### src/rtl/regfile_scoreboard_if.sv
// Decode/issue, operand and write-back signals between decode, the register file and execute.
// The master modport is the decode/write-back side; the slave modport is the register file.
interface regfile_scoreboard_if #(
  parameter int XLEN  = 32,
  parameter int NREGS = 32
);
  localparam int AW = (NREGS > 1) ? $clog2(NREGS) : 1;

  logic             dec_valid_i;
  logic             dec_ready_o;
  logic [AW-1:0]    rs1_i;
  logic [AW-1:0]    rs2_i;
  logic [AW-1:0]    rd_i;
  logic             rd_we_i;
  logic [XLEN-1:0]  ra_o;
  logic [XLEN-1:0]  rb_o;
  logic             op_valid_o;
  logic [AW-1:0]    op_rd_o;
  logic             wb_valid_i;
  logic [AW-1:0]    wb_rd_i;
  logic [XLEN-1:0]  wb_data_i;
  logic [NREGS-1:0] busy_o;

  modport master (
    output dec_valid_i, rs1_i, rs2_i, rd_i, rd_we_i, wb_valid_i, wb_rd_i, wb_data_i,
    input  dec_ready_o, ra_o, rb_o, op_valid_o, op_rd_o, busy_o
  );

  modport slave (
    input  dec_valid_i, rs1_i, rs2_i, rd_i, rd_we_i, wb_valid_i, wb_rd_i, wb_data_i,
    output dec_ready_o, ra_o, rb_o, op_valid_o, op_rd_o, busy_o
  );
endinterface

### src/rtl/regfile_scoreboard.sv
// Integer register file with per-register busy bits; stalls decode on RAW/WAW hazards
// and hands registered operands to execute one cycle after issue.
module regfile_scoreboard #(
  parameter int XLEN   = 32,
  parameter int NREGS  = 32,
  parameter bit BYPASS = 1'b1
) (
  input logic               clk,
  input logic               reset,
  regfile_scoreboard_if.slave bus
);
  localparam int AW = (NREGS > 1) ? $clog2(NREGS) : 1;

  logic [XLEN-1:0]  regs [NREGS];
  logic [NREGS-1:0] busy_q, busy_d;
  logic [XLEN-1:0]  ra_p0, rb_p0, ra_p1, rb_p1;
  logic [AW-1:0]    rd_p0, rd_p1;
  logic             vld_p0, vld_p1;
  logic             ready_p0;
  logic             hit1, hit2, hitd;
  logic             src1_ok, src2_ok, rd_ok;

  function automatic logic in_range(input logic [AW-1:0] r);
    return 32'(r) < 32'(NREGS);
  endfunction

  function automatic logic is_busy(input logic [AW-1:0] r, input logic [NREGS-1:0] b);
    return in_range(r) && b[r];
  endfunction

  function automatic logic wb_hit(input logic [AW-1:0] r, input logic wv, input logic [AW-1:0] wrd);
    return wv && (wrd == r) && (r != '0);
  endfunction

  function automatic logic [XLEN-1:0] read_val(input logic [AW-1:0] r, input logic h,
                                               input logic [XLEN-1:0] wdata,
                                               input logic [XLEN-1:0] mem);
    if ((r == '0) || !in_range(r)) return '0;
    if (BYPASS && h) return wdata;
    return mem;
  endfunction

  // p0: hazard check, operand read, scoreboard next state
  always_comb begin
    hit1     = wb_hit(bus.rs1_i, bus.wb_valid_i, bus.wb_rd_i);
    hit2     = wb_hit(bus.rs2_i, bus.wb_valid_i, bus.wb_rd_i);
    hitd     = wb_hit(bus.rd_i,  bus.wb_valid_i, bus.wb_rd_i);
    src1_ok  = (bus.rs1_i == '0) || !is_busy(bus.rs1_i, busy_q) || (BYPASS && hit1);
    src2_ok  = (bus.rs2_i == '0) || !is_busy(bus.rs2_i, busy_q) || (BYPASS && hit2);
    // A same-cycle write-back to rd releases the WAW hazard even without bypass.
    rd_ok    = !bus.rd_we_i || (bus.rd_i == '0) || !is_busy(bus.rd_i, busy_q) || hitd;
    ready_p0 = src1_ok && src2_ok && rd_ok;
    vld_p0   = bus.dec_valid_i && ready_p0;
    ra_p0    = read_val(bus.rs1_i, hit1, bus.wb_data_i, regs[bus.rs1_i]);
    rb_p0    = read_val(bus.rs2_i, hit2, bus.wb_data_i, regs[bus.rs2_i]);
    rd_p0    = bus.rd_we_i ? bus.rd_i : '0;

    busy_d = busy_q;
    if (bus.wb_valid_i && in_range(bus.wb_rd_i))
      busy_d[bus.wb_rd_i] = 1'b0;
    // Set after clear so a same-cycle issue keeps the register pending.
    if (vld_p0 && bus.rd_we_i && (bus.rd_i != '0) && in_range(bus.rd_i))
      busy_d[bus.rd_i] = 1'b1;
  end

  // p1: architectural state and registered operands toward execute
  always_ff @(posedge clk) begin
    if (reset) begin
      for (int i = 0; i < NREGS; i++) regs[i] <= '0;
      busy_q <= '0;
      ra_p1  <= '0;
      rb_p1  <= '0;
      rd_p1  <= '0;
      vld_p1 <= 1'b0;
    end else begin
      if (bus.wb_valid_i && (bus.wb_rd_i != '0) && in_range(bus.wb_rd_i))
        regs[bus.wb_rd_i] <= bus.wb_data_i;
      busy_q <= busy_d;
      vld_p1 <= vld_p0;
      if (vld_p0) begin
        ra_p1 <= ra_p0;
        rb_p1 <= rb_p0;
        rd_p1 <= rd_p0;
      end
    end
  end

  assign bus.dec_ready_o = ready_p0;
  assign bus.ra_o        = ra_p1;
  assign bus.rb_o        = rb_p1;
  assign bus.op_rd_o     = rd_p1;
  assign bus.op_valid_o  = vld_p1;
  assign bus.busy_o      = busy_q;
endmodule

### src/flat_wrapper.sv
// flat-port wrapper written by rule: the top's interface ports become plain ports
module regfile_scoreboard_flat 
#(
  parameter int XLEN   = 32,
  parameter int NREGS  = 32,
  parameter bit BYPASS = 1'b1
)
  (clk, reset, bus_dec_valid_i, bus_rs1_i, bus_rs2_i, bus_rd_i, bus_rd_we_i, bus_wb_valid_i, bus_wb_rd_i, bus_wb_data_i, bus_dec_ready_o, bus_ra_o, bus_rb_o, bus_op_valid_o, bus_op_rd_o, bus_busy_o);
  regfile_scoreboard_if #(.XLEN(XLEN), .NREGS(NREGS)) bus_i ();
  input logic clk;
  input logic reset;
  input wire logic [$bits(bus_i.dec_valid_i)-1:0] bus_dec_valid_i;
  input wire logic [$bits(bus_i.rs1_i)-1:0] bus_rs1_i;
  input wire logic [$bits(bus_i.rs2_i)-1:0] bus_rs2_i;
  input wire logic [$bits(bus_i.rd_i)-1:0] bus_rd_i;
  input wire logic [$bits(bus_i.rd_we_i)-1:0] bus_rd_we_i;
  input wire logic [$bits(bus_i.wb_valid_i)-1:0] bus_wb_valid_i;
  input wire logic [$bits(bus_i.wb_rd_i)-1:0] bus_wb_rd_i;
  input wire logic [$bits(bus_i.wb_data_i)-1:0] bus_wb_data_i;
  output wire logic [$bits(bus_i.dec_ready_o)-1:0] bus_dec_ready_o;
  output wire logic [$bits(bus_i.ra_o)-1:0] bus_ra_o;
  output wire logic [$bits(bus_i.rb_o)-1:0] bus_rb_o;
  output wire logic [$bits(bus_i.op_valid_o)-1:0] bus_op_valid_o;
  output wire logic [$bits(bus_i.op_rd_o)-1:0] bus_op_rd_o;
  output wire logic [$bits(bus_i.busy_o)-1:0] bus_busy_o;
  assign bus_i.dec_valid_i = bus_dec_valid_i;
  assign bus_i.rs1_i = bus_rs1_i;
  assign bus_i.rs2_i = bus_rs2_i;
  assign bus_i.rd_i = bus_rd_i;
  assign bus_i.rd_we_i = bus_rd_we_i;
  assign bus_i.wb_valid_i = bus_wb_valid_i;
  assign bus_i.wb_rd_i = bus_wb_rd_i;
  assign bus_i.wb_data_i = bus_wb_data_i;
  assign bus_dec_ready_o = bus_i.dec_ready_o;
  assign bus_ra_o = bus_i.ra_o;
  assign bus_rb_o = bus_i.rb_o;
  assign bus_op_valid_o = bus_i.op_valid_o;
  assign bus_op_rd_o = bus_i.op_rd_o;
  assign bus_busy_o = bus_i.busy_o;
  regfile_scoreboard #(.XLEN(XLEN), .NREGS(NREGS), .BYPASS(BYPASS)) u_core (.clk(clk), .reset(reset), .bus(bus_i));
endmodule
### config.mk
export PLATFORM = sky130hd
export DESIGN_NAME = regfile_scoreboard_flat
export DESIGN_NICKNAME = d
export VERILOG_FILES = /design/src/rtl/regfile_scoreboard_if.sv /design/src/rtl/regfile_scoreboard.sv /design/src/flat_wrapper.sv
export SDC_FILE = /design/constraint.sdc
export NUM_CORES = 2
export LEC_CHECK = 0
export CAP_MARGIN = 20
export CELL_PAD_IN_SITES_DETAIL_PLACEMENT = 1
export CELL_PAD_IN_SITES_GLOBAL_PLACEMENT = 2
export CORE_ASPECT_RATIO = 0.9
export CORE_MARGIN = 2
export CORE_UTILIZATION = 42
export CTS_CLUSTER_SIZE = 24
export DETAILED_ROUTE_END_ITERATION = 10
export DONT_BUFFER_PORTS = 1
export HOLD_SLACK_MARGIN = 0.06
export PLACE_DENSITY_LB_ADDON = 0.2
export SLEW_MARGIN = 5
export SYNTH_ARGS = -nofsm -noshare
export SYNTH_HDL_FRONTEND = slang
export SYNTH_SLANG_ARGS = --single-unit
### constraint.sdc
create_clock -name clk -period 4.3 [get_ports clk]
set_clock_uncertainty 0.05 [all_clocks]
set_input_delay 0.43 -clock clk [delete_from_list [all_inputs] [get_ports clk]]
set_output_delay 0.43 -clock clk [all_outputs]
set_load 0.005 [all_outputs]
==> results.sh <==
export IMPL_clock_tree_htree_level_count=4
export IMPL_syn_instance_count=4382
export IMPL_die_x_um=403
export IMPL_clkSinkCount=1126
export IMPL_antenna_violating_nets_post_route=0
export IMPL_number_of_pins_with_negative_max_slew_slack_in_the_final_report=0
export IMPL_stdcell_count=6270
export IMPL_dominant_combinational_cell_family_by_area_after_synthesis="multiplexers"
export IMPL_crit_required_ns=3.82
export IMPL_yosys_mux_area_fraction=0.226
export IMPL_data_arrival_time_of_the_critical_path_ns=3.00
export IMPL_worstPathMaxFanout=5
export IMPL_max_cap_violations=0
export IMPL_start_kind="register"
export IMPL_worstPathCellList="mux4_2 > mux2_2 > a2111o_1 > a32oi_2 > and2_1"
export IMPL_synth_warning_count=0
export IMPL_post_synth_xor_area_fraction=0.00218
export IMPL_synth_edff_count=1024
export IMPL_antenna_found_initial=11
export IMPL_setup_violations=0
export IMPL_yosys_cell_types_count=53
export IMPL_first_pass_grt_wire_length_mm=308
export IMPL_post_synth_and_or_nand_nor_area_fraction=0.130
export IMPL_grt_use_total=0.295
export IMPL_min_cycle_time_layout_ns=3.48
export IMPL_buffer_ports_inserted=0
export IMPL_yosys_area_share_adder=0
export IMPL_critical_path_slowest_cell="mux4_2"
export IMPL_final_hold_violating_endpoints=0
export IMPL_numCtsBuffers=133
export IMPL_synth_compound_gate_area_share=0.0661
export IMPL_tritoncts="done"
export IMPL_finalWeightedCongestion=0.848
export IMPL_wirelength_mm=217
export IMPL_synth_avg_cell_area_sq_um=13.7
export IMPL_vias_in_the_first_global_route=41000
export IMPL_layout_cells_most_common="edfxtp_1"
export IMPL_buffers_inserted_during_post_cts_setup_optimization=0
export IMPL_setup_worst_path_end_class="output pin"
export IMPL_leakage_dissipation_nw=23.6
export IMPL_final_hold_worst_slack_ns=0.0945
export IMPL_floorplan_die_area_sq_um=146000
export IMPL_place_inst=5906
export IMPL_globalRoute_totalOverflow=0
export IMPL_core_area_sq_um=142000
export IMPL_power_density_nw_per_um2=393
export IMPL_synth_sequential_area_ratio=0.545
export IMPL_worst_setup_hold_path_clk_slew_ns=0.06
export IMPL_std_cell_rows=131
export IMPL_detail_route_wl_per_cell_um=34.7
export IMPL_first_iter_violations=3936
export IMPL_asyncSetResetFlopFracSynth=0
export IMPL_setup_worst_path_class="register to output pin"
export IMPL_worst_slew_pin_transition_ns=1.49
export IMPL_ys_dominant_reg_cell="edfxtp_1"
export IMPL_timing_setup_tns_ns=0
export IMPL_clkLatencyLatePin_ns=0.79
export IMPL_clockRootBuffer="clkbuf_16"
export IMPL_fillers=13900
export IMPL_synth_cell_area_sq_um=60200
export IMPL_fmax_mhz=287
export IMPL_remaining_drc_errors=0
export IMPL_delay_of_the_slowest_critical_path_stage_ns=0.49
export IMPL_via_count=39700
export IMPL_avgViaCountPerCell=6.32
export IMPL_share_of_cells_above_drive_strength_1=0.214
export IMPL_final_min_period_over_clock_period=0.809
export IMPL_clockBufferDepth=3
export IMPL_final_nets=4351
export IMPL_rsz0062_at_grt="no"
export IMPL_die_height_um=363
export IMPL_number_of_synthesized_register_bits=1126
export IMPL_slew_limit_headroom=0.00871
export IMPL_power_ir_vdd_worst_mv=0.449
export IMPL_initial_utilization=0.424
export IMPL_class_of_the_tightest_hold_or_removal_check="input pin to register"
export IMPL_drt_pass1_iterations=5
export IMPL_outcome="completed"
export IMPL_layout_common_cells="1,024 x edfxtp_1, 996 x and2_1, 399 x mux4_2, 290 x mux2i_1, 152 x mux2_2"
export IMPL_area_delta_synth_final_pct=12.4
export IMPL_io_pins=160
export IMPL_detailed_place_hpwl_mm=121
export IMPL_grt_start_max_net_pins=333
==> metrics by stage <==
stage          utilization  total power [mW]  setup slack (ns)  area, sq um
2_1_floorplan            -              15.0             0.137        60300
3_3_place_gp         0.437              15.5             0.877        62100
3_5_place_dp         0.437              15.5             0.864        62100
4_1_cts              0.476              26.7             0.784        67600
5_1_grt              0.477              27.3             0.723        67600
6_report             0.477              26.6             0.819        67600
==> worst paths after layout <==
path	from	endpoint	slack [ns]	cells after the start
setup / recovery	u_core.bus.busy_o[14]	bus_dec_ready_o	0.82	5
hold / removal	bus_rd_i[0]	u_core.bus.busy_o[18]	0.09	2
setup reg to reg	u_core.bus.busy_o[14]	u_core.bus.busy_o[25]	0.94	7
hold reg to reg	u_core.bus.rb_o[25]	u_core.bus.rb_o[25]	0.43	2
==> routing by layer <==
layer  routed length (um)  track usage  vias up
li1                     -            -    16500
met1                89400        0.393    21200
met2               104000        0.485     1612
met3                15800       0.0490      314
met4                 7930        0.112        0
met5                    0            0        -
==> logic make-up after synthesis <==
family                    after synthesis
buffers and inverters                 477
muxes                                 841
xor gates and xnor gates               15
other                                   1
DFF                                  1126
AOI/OAI and AO/OA                     579
and+or+nand+nor                      1343
==> report_power, final <==
group / switching [mW] / internal, mW / total [mW]
registers: 0.362 / 12.5 / 12.9
clock network: 4.69 / 6.19 / 10.9
logic: 1.52 / 1.26 / 2.78
total: 6.57 / 20.0 / 26.6
==> repair_timing <==
item	4_1_cts	5_1_grt
hold buffers	112	0
gates resized for setup	0	0
endpoints found under the hold margin	1123	0
==> worst max-delay path, delay by kind of cell, from the launching register on <==
kind	cells	cell delay, ns
AO/OA/AOI/OAI	2	0.78
flip-flops	1	0.40
multiplexers	2	0.80
AND/OR/NAND/NOR	1	0.23
==> final cells by class <==
cell class / instances / area, sq um / share of cell area
Sequential cell: 1126 / 32800 / 0.485
Multi-Input combinational cell: 2810 / 26100 / 0.386
Clock buffer: 204 / 3810 / 0.0564
Tap cell: 1862 / 2330 / 0.0344
Timing Repair Buffer: 216 / 2290 / 0.0339
Clock inverter: 42 / 279 / 0.00412
Inverter: 7 / 31.3 / 0.000462
Antenna cell: 3 / 7.51 / 0.000111
==> cells in the mapped netlist, types with 39 or more instances <==
cell,n,area (sq um)
nand2_1,82,308
o211ai_1,59,443
edfxtp_1,1024,30700
clkbuf_1,361,1360
o221ai_1,84,736
mux2i_1,290,2900
o21ai_0,112,561
and2_1,996,6230
dfxtp_1,102,2040
buf_2,73,365
a211o_1,39,342
mux4_2,399,8990
mux2_2,152,1710
nor2_1,164,616
a21oi_1,110,551
==> sequential cells by signal, summed over array words and instances (netlist names) <==
register	flops
u_core.regs	1024
u_core.bus.busy_o	32
u_core.bus.ra_o	32
u_core.bus.rb_o	32
u_core.bus.op_rd_o	5
u_core.bus.op_valid_o	1
Note: power is estimated with default switching activity, not from simulation.
